==> src/rtl/signal_select_pkg.sv <==
`default_nettype none
// ============================================================================
// Module      : signal_select_pkg
// Description : Shared width/spacing constants and the signed sample type
//               for the signal_select tap delay line.
// Revision    : 1.0 - initial release
// ============================================================================
package signal_select_pkg;

    // Default sample width in bits (two's-complement).
    localparam int DATA_W      = 32;
    // Default cycles between adjacent taps (16-point radix-4 stride).
    localparam int TAP_SPACING = 4;

    typedef logic signed [DATA_W-1:0] sample_t;

endpackage : signal_select_pkg
`default_nettype wire

==> src/rtl/signal_select_delay_stage.sv <==
`default_nettype none
// ============================================================================
// Module      : delay_stage
// Description : DEPTH-deep shift register of DATA_W-bit words with a
//               synchronous active-high clear. dout is din delayed by
//               DEPTH rising edges.
// Revision    : 1.0 - initial release
// ============================================================================
module delay_stage
    import signal_select_pkg::*;
#(
    parameter int DATA_W = signal_select_pkg::DATA_W,
    parameter int DEPTH  = signal_select_pkg::TAP_SPACING
) (
    input  wire logic                     clk,
    input  wire logic                     rst,
    input  wire logic signed [DATA_W-1:0] din,
    output      logic signed [DATA_W-1:0] dout
);

    logic signed [DATA_W-1:0] r_shift [DEPTH];

    // Shift one word in per edge; reset clears every word so stale history
    // never leaks out after a restart.
    always_ff @(posedge clk) begin
        if (rst) begin
            for (int i = 0; i < DEPTH; i++) begin
                r_shift[i] <= '0;
            end
        end else begin
            r_shift[0] <= din;
            for (int i = 1; i < DEPTH; i++) begin
                r_shift[i] <= r_shift[i-1];
            end
        end
    end

    assign dout = r_shift[DEPTH-1];

endmodule : delay_stage
`default_nettype wire

==> src/rtl/signal_select.sv <==
`default_nettype none
// ============================================================================
// Module      : signal_select
// Description : 3*TAP_SPACING-deep delay line presenting x[n-12], x[n-8],
//               x[n-4] and x[n] together as the stride-4 butterfly operand
//               set. Built from three chained delay_stage instances.
//               Option macro SIGNAL_SELECT_REG_OUT_EN: when defined, all four
//               outputs are registered (latencies 1/5/9/13) and the output
//               registers clear on reset; otherwise latencies are 0/4/8/12.
// Revision    : 1.0 - initial release
// ============================================================================
module signal_select
    import signal_select_pkg::*;
#(
    parameter int DATA_W      = signal_select_pkg::DATA_W,
    parameter int TAP_SPACING = signal_select_pkg::TAP_SPACING
) (
    input  wire logic signed [DATA_W-1:0] in_data,
    input  wire logic                     clk,
    input  wire logic                     reset,
    output      logic signed [DATA_W-1:0] delay_12,
    output      logic signed [DATA_W-1:0] delay_8,
    output      logic signed [DATA_W-1:0] delay_4,
    output      logic signed [DATA_W-1:0] delay_0
);

    // Tap values at depths TAP_SPACING, 2*TAP_SPACING, 3*TAP_SPACING.
    logic signed [DATA_W-1:0] w_tap [3];

    // Three stages in series form the single 3*TAP_SPACING-deep line.
    delay_stage #(
        .DATA_W (DATA_W),
        .DEPTH  (TAP_SPACING)
    ) u_stage_0 (
        .clk  (clk),
        .rst  (reset),
        .din  (in_data),
        .dout (w_tap[0])
    );

    generate
        for (genvar g = 1; g < 3; g++) begin : g_stage
            delay_stage #(
                .DATA_W (DATA_W),
                .DEPTH  (TAP_SPACING)
            ) u_stage (
                .clk  (clk),
                .rst  (reset),
                .din  (w_tap[g-1]),
                .dout (w_tap[g])
            );
        end
    endgenerate

`ifdef SIGNAL_SELECT_REG_OUT_EN
    logic signed [DATA_W-1:0] r_delay_12;
    logic signed [DATA_W-1:0] r_delay_8;
    logic signed [DATA_W-1:0] r_delay_4;
    logic signed [DATA_W-1:0] r_delay_0;

    // Output register: adds one cycle to every tap, cleared with the line.
    always_ff @(posedge clk) begin
        if (reset) begin
            r_delay_12 <= '0;
            r_delay_8  <= '0;
            r_delay_4  <= '0;
            r_delay_0  <= '0;
        end else begin
            r_delay_12 <= w_tap[2];
            r_delay_8  <= w_tap[1];
            r_delay_4  <= w_tap[0];
            r_delay_0  <= in_data;
        end
    end

    assign delay_12 = r_delay_12;
    assign delay_8  = r_delay_8;
    assign delay_4  = r_delay_4;
    assign delay_0  = r_delay_0;
`else
    // Taps straight off the line; delay_0 is a pure wire, untouched by reset.
    assign delay_12 = w_tap[2];
    assign delay_8  = w_tap[1];
    assign delay_4  = w_tap[0];
    assign delay_0  = in_data;
`endif

endmodule : signal_select
`default_nettype wire

==> config.mk <==
export PLATFORM = sky130hd
export DESIGN_NAME = signal_select
export DESIGN_NICKNAME = d
export VERILOG_FILES = /design/src/rtl/signal_select_pkg.sv /design/src/rtl/signal_select_delay_stage.sv /design/src/rtl/signal_select.sv
export SDC_FILE = /design/constraint.sdc
export NUM_CORES = 1
export LEC_CHECK = 0
export CORE_MARGIN = 2
export CORE_UTILIZATION = 53
export CTS_CLUSTER_DIAMETER = 150
export CTS_CLUSTER_SIZE = 8
export DETAILED_ROUTE_END_ITERATION = 12
export HOLD_SLACK_MARGIN = 0.06
export PLACE_DENSITY = 0.74
export SETUP_SLACK_MARGIN = 0.15
export SLEW_MARGIN = 0
export SYNTH_ARGS = -nofsm -noshare
export SYNTH_HDL_FRONTEND = slang
export SYNTH_SLANG_ARGS = --single-unit
==> constraint.sdc <==
create_clock -name clk -period 0.9 [get_ports clk]
set_clock_uncertainty 0.1 [all_clocks]
set_input_delay 0.18 -clock clk [delete_from_list [all_inputs] [get_ports clk]]
set_output_delay 0.18 -clock clk [all_outputs]
set_load 0.01 [all_outputs]
* Word level (Yosys, flattened, before mapping)
Memories as Yosys holds them, arrays and structs flattened.
Cells that the tools add are included.
W data, S select, Z words.
** Cells by class
- Muxes and demuxes :: 15
- Bitwise gates (word level) :: 12
** Operator list (number)
- $mux W32 :: 12
- $or A1 B1 Y1 :: 12
- $mux W1 :: 3
** Storage, ports and cells
- Register bits :: 0
- RAM bits :: 384
- Bits of input ports :: 34
- Output and inout port bits :: 128
- Logic and storage cells :: 30
- Memories kept :: 3
** Memory list
- g_stage[1].u_stage.r_shift :: depth 4, bits a word 32, read ports 4, clocked after Yosys merged registers in 0, wr ports 4, RTL line signal_select_delay_stage.sv:21 : logic signed [DATA_W-1:0] r_shift [DEPTH];
- g_stage[2].u_stage.r_shift :: depth 4, bits a word 32, read ports 4, clocked after Yosys merged registers in 0, wr ports 4, RTL line signal_select_delay_stage.sv:21
- u_stage_0.r_shift :: depth 4, bits a word 32, read ports 4, clocked after Yosys merged registers in 0, wr ports 4, RTL line signal_select_delay_stage.sv:21

* Depth between registers and ports, before layout
- Depth after elaboration :: 3
- Mapped depth :: 4
- Gate-level depth less buffers :: 1

* Modules after synthesis
Synthesis repeated with hierarchy kept, for this count alone.
** Second synthesis, totals
- Cell total of the unflattened synthesis :: 842
- Area, all modules :: 10633.9 sq um
** Modules (own cells, without submodules)
- delay_stage :: times used 3, cells each 270, area an instance 3464.6 sq um
- signal_select :: times used 1, cells each 32, area an instance 240.2 sq um

* Worst setup path after synthesis
OpenSTA, ideal clock, no wires.
- Path type :: input -> register
- Start :: in reset
- End :: mem g_stage[1].u_stage.r_shift[1][0]
- Arrival :: 0.637 ns
- Data required time :: 0.686 ns
- Path slack :: 0.049 ns
- Stages :: 4
- Buffers on the path :: 3
- Cells stage by stage :: buf_6 buf_6 buf_6 nor2b_2
** RTL lines
- from (decl) :: RTL line signal_select.sv:20 : input wire logic reset,
- to (decl) :: RTL line signal_select_delay_stage.sv:21

==> report_table.html <==
<table>
<tr><th>Metric</th><th>Value</th></tr>
<tr><th colspan="2">Outcome</th></tr>
<tr><td>Run status</td><td>complete, but fails checks</td></tr>
<tr><td>Failing checks</td><td>negative hold slack, negative setup slack</td></tr>
<tr><th colspan="2">GRT</th></tr>
<tr><td>Pin count of the biggest net entering global routing</td><td>23</td></tr>
<tr><td>Global-route wire length before repair</td><td>25540 um</td></tr>
<tr><td>Via count of the first global-routing pass</td><td>5499</td></tr>
<tr><td>Overall Global Routing Usage</td><td>0.1392</td></tr>
<tr><td>Remaining global-route overflow</td><td>0</td></tr>
<tr><td>Initial antenna violation count</td><td>0</td></tr>
<tr><th colspan="2">Worst setup path</th></tr>
<tr><td>Max incr delay on CP</td><td>350 ps</td></tr>
<tr><td>Slowest stage cell on the critical path</td><td>sky130_fd_sc_hd__dfxtp_2</td></tr>
<tr><td>Crit path max fanout</td><td>2</td></tr>
<tr><td>Chain of cells forming the critical path</td><td>buf_6</td></tr>
<tr><td>Worst Path Arrival</td><td>980 ps</td></tr>
<tr><td>CP endpoint kind</td><td>output pin</td></tr>
<tr><td>Critical Path Start Type</td><td>flop</td></tr>
<tr><td>Worst path buffer plus inverter count</td><td>1</td></tr>
<tr><td>Startpoint-to-endpoint class of the critical path</td><td>flop to output pin</td></tr>
<tr><td>Critical path's top delay family</td><td>flip-flops</td></tr>
<tr><td>Worst Path Required</td><td>620 ps</td></tr>
<tr><td>Origin of the worst setup path</td><td>g_stage[1].u_stage.r_shift[3][26]</td></tr>
<tr><td>Startpoint of the worst-slack reg-to-reg timing path</td><td>u_stage_0.r_shift[3][30]</td></tr>
<tr><th colspan="2">Logic synthesis</th></tr>
<tr><td>Synth Area in Adders</td><td>0</td></tr>
<tr><td>FF+latch count, synth</td><td>384</td></tr>
<tr><td>Dominant combinational cell family by area after synthesis</td><td>simple AND/OR/NAND/NOR gates</td></tr>
<tr><td>Average cell area after synthesis</td><td>13.65 sq um</td></tr>
<tr><td>Distinct cells, synth</td><td>8</td></tr>
<tr><td>Xor and xnor area share after synthesis</td><td>0</td></tr>
<tr><td>Fraction of synthesized area in multiplexers</td><td>0</td></tr>
<tr><td>Synthesized-area fraction occupied by and/or/nand/nor cells</td><td>0.2685</td></tr>
<tr><td>Post-synthesis instance total</td><td>843</td></tr>
<tr><td>Portion of the post-synthesis area used by sequential elements</td><td>0.6679</td></tr>
<tr><td>Syn nets</td><td>877</td></tr>
<tr><td>Area of the mapped netlist</td><td>0.01151 sq mm</td></tr>
<tr><td>Area fraction in compound gates after synthesis</td><td>0</td></tr>
<tr><td>Number of warnings issued by yosys</td><td>0</td></tr>
<tr><th colspan="2">Detailed routing</th></tr>
<tr><td>First drt pass iteration count</td><td>4</td></tr>
<tr><td>Via-per-instance ratio</td><td>4.126</td></tr>
<tr><td>Antenna-violating nets left</td><td>0</td></tr>
<tr><td>Total via count after detailed routing</td><td>5566</td></tr>
<tr><td>Number of violations reported at the end of detailed-routing iteration 0</td><td>80</td></tr>
<tr><td>Average wire per cell in the routed design</td><td>11.55 um</td></tr>
<tr><td>Number of remaining DRC errors</td><td>0</td></tr>
<tr><td>Final wirelength</td><td>15580 um</td></tr>
<tr><th colspan="2">STA</th></tr>
<tr><td>Minimum period implied by the final worst setup slack</td><td>1258 ps</td></tr>
<tr><td>Setup ws final</td><td>-357.8 ps</td></tr>
<tr><td>Total count of hold-check failures in the final report</td><td>15</td></tr>
<tr><td>RSZ-0062 raised after global routing</td><td>true</td></tr>
<tr><td>Fmax</td><td>0.7951 GHz</td></tr>
<tr><td>Number of pins exceeding their max-slew limit in the final report</td><td>0</td></tr>
<tr><td>Pin slew with the least headroom to its limit</td><td>271.1 ps</td></tr>
<tr><td>Period utilization</td><td>1.398</td></tr>
<tr><td>Worst slew margin relative to its limit</td><td>0.8192</td></tr>
<tr><td>Final sum of negative setup slack</td><td>-31150 ps</td></tr>
<tr><td>Final count of negative-setup-slack endpoints</td><td>96</td></tr>
<tr><td>Worst hold margin</td><td>-116.2 ps</td></tr>
<tr><th colspan="2">Clock network</th></tr>
<tr><td>CTS buffer count</td><td>53</td></tr>
<tr><td>Post-CTS Hold Fix Bufs</td><td>32</td></tr>
<tr><td>CTS sink count</td><td>384</td></tr>
<tr><td>Root Buffer</td><td>sky130_fd_sc_hd__clkbuf_16</td></tr>
<tr><td>Clock transition time at the flip-flop clock pins of the worst setup and hold paths</td><td>50 ps</td></tr>
<tr><td>Depth of the CTS H-tree</td><td>2</td></tr>
<tr><td>CTS tree</td><td>built</td></tr>
<tr><td>CTS max path bufs</td><td>3</td></tr>
<tr><td>Insertion delay to the later sink of the worst-skew pair</td><td>520 ps</td></tr>
<tr><th colspan="2">Die</th></tr>
<tr><td>Starting utilization of the core area</td><td>0.5441</td></tr>
<tr><td>Boundary pin count</td><td>162</td></tr>
<tr><td>Die width</td><td>151.4 um</td></tr>
<tr><td>Standard-cell rows</td><td>53</td></tr>
<tr><td>Area enclosed by the die boundary</td><td>0.02291 sq mm</td></tr>
<tr><td>Die H</td><td>151.4 um</td></tr>
<tr><td>Area of the core region</td><td>0.02115 sq mm</td></tr>
<tr><th colspan="2">Pwr</th></tr>
<tr><td>Sequential share of power</td><td>0.499</td></tr>
<tr><td>Static leakage</td><td>6.086 nW</td></tr>
<tr><td>Switching power as a share of total power</td><td>0.1905</td></tr>
<tr><td>Final Power</td><td>34.77 mW</td></tr>
<tr><td>Net Sw Power</td><td>6.622 mW</td></tr>
<tr><td>Combinational power share</td><td>0.037</td></tr>
<tr><td>Power density relative to cell area</td><td>2317 mW/mm^2</td></tr>
<tr><td>Clock share of power</td><td>0.464</td></tr>
<tr><td>Internal power</td><td>28.15 mW</td></tr>
<tr><td>Peak supply drop</td><td>1.496 mV</td></tr>
<tr><th colspan="2">Min path</th></tr>
<tr><td>Worst min-delay path startpoint</td><td>reset</td></tr>
<tr><td>Min-delay worst type</td><td>primary input to flop</td></tr>
<tr><th colspan="2">Finish</th></tr>
<tr><td>Layout cell share with drive strength beyond 1</td><td>0.5838</td></tr>
<tr><td>Area growth, synth to finish</td><td>30.38%</td></tr>
<tr><td>N_diodes</td><td>0</td></tr>
<tr><td>Post-Layout Inst Area</td><td>0.01501 sq mm</td></tr>
<tr><td>Final #Nets</td><td>1110</td></tr>
<tr><th colspan="2">Run</th></tr>
<tr><td>Number of max-cap violations</td><td>0</td></tr>
<tr><th colspan="2">Place</th></tr>
<tr><td>Final Wtd Congestion</td><td>0.7407</td></tr>
<tr><td>Cell area reported after detailed placement</td><td>0.01338 sq mm</td></tr>
<tr><td>Count of input and output buffers</td><td>161</td></tr>
<tr><td>Estimated wirelength of the detail-placed design</td><td>9371 um</td></tr>
</table>
==> tightest hold or removal path, cell delays in order <==
cell	delay [ps]
sky130_fd_sc_hd__buf_8	120
sky130_fd_sc_hd__buf_4	120
sky130_fd_sc_hd__nor2b_2	30
==> metal layers <==
layer,GRT usage,vias to the layer above,part of all wire
met2,0.2294,156,0.49
li1,-,2937,-
met1,0.1628,2442,0.41
met5,0,-,0
met4,0.06402,0,0.028
met3,0.04910,31,0.073
==> what timing repair did <==
item	in CTS	in global routing
setup buffers	6	6
setup endpoints to repair	128	104
hold endpoints to repair	74	17
resized for setup	758	44
==> state kept, by name, indices dropped and copies added (netlist names) <==
name,flops
u_stage_0.r_shift,128
g_stage.u_stage.r_shift,256
==> area by class of cell <==
cell class / instances / area (sq um)
repair buffers: 253 / 2390
multi-input cells: 384 / 3163
well taps: 275 / 344.1
clock buffers: 53 / 1326
flip-flops and latches: 384 / 7784
fillers: 1445 / 6147
==> path summary, 6_finish.rpt <==
check        slack (ps)  cells after the start                                 to
max                -360                      1                        delay_8[26]
min reg2reg         330                      1  g_stage[2].u_stage.r_shift[2][29]
max reg2reg          60                      3  g_stage[1].u_stage.r_shift[0][30]
min                -120                      3           u_stage_0.r_shift[1][27]
==> synth_stat cells <==
| cell type | count | share of area |
|---|---|---|
| sky130_fd_sc_hd__buf_4 | 32 | 0.021 |
| sky130_fd_sc_hd__buf_8 | 3 | 0.0039 |
| sky130_fd_sc_hd__nor2b_2 | 275 | 0.21 |
| sky130_fd_sc_hd__dfxtp_1 | 384 | 0.67 |
| sky130_fd_sc_hd__nor2b_1 | 109 | 0.059 |
| sky130_fd_sc_hd__buf_2 | 2 | 0.00087 |
| sky130_fd_sc_hd__buf_6 | 37 | 0.036 |
| sky130_fd_sc_hd__buf_12 | 1 | 0.0017 |
==> power by group through the flow <==
stage          sequential (mW)  clock, mW  combinational, mW
2_1_floorplan             17.6          0              0.947
3_3_place_gp              17.6          0               1.28
3_5_place_dp              17.6          0               1.29
4_1_cts                   17.3       16.6               1.28
5_1_grt                   17.3       17.4               1.39
6_report                  17.3       16.1               1.28
==> placed cells by master (no fill, tap or decap), drive strengths merged <==
master | netlist | routed
dfxtp | 384 | 384
clkbuf | 0 | 53
buf | 75 | 221
dlygate4sd3 | 0 | 32
nor2b | 384 | 384
==> cell families (layout without fill, tap and decap cells) <==
logic type             Yosys count  count (layout)
buffers and inverters           75             306
AND/OR/NAND/NOR                384             384
flip-flops                     384             384
==> metrics by stage <==
stage,cells,util,worst slack (ps),hold WS [ps]
floorplan,843,-,69.66,208.2
global placement,1252,0.6325,-627.5,315.7
detailed placement,1252,0.6325,-618.1,319.3
CTS,1343,0.6991,-381.8,-136.3
global route,1349,0.7094,-400.4,-124.4
finish,1349,0.7094,-357.8,-116.2
(Power assumes the default switching activity.)
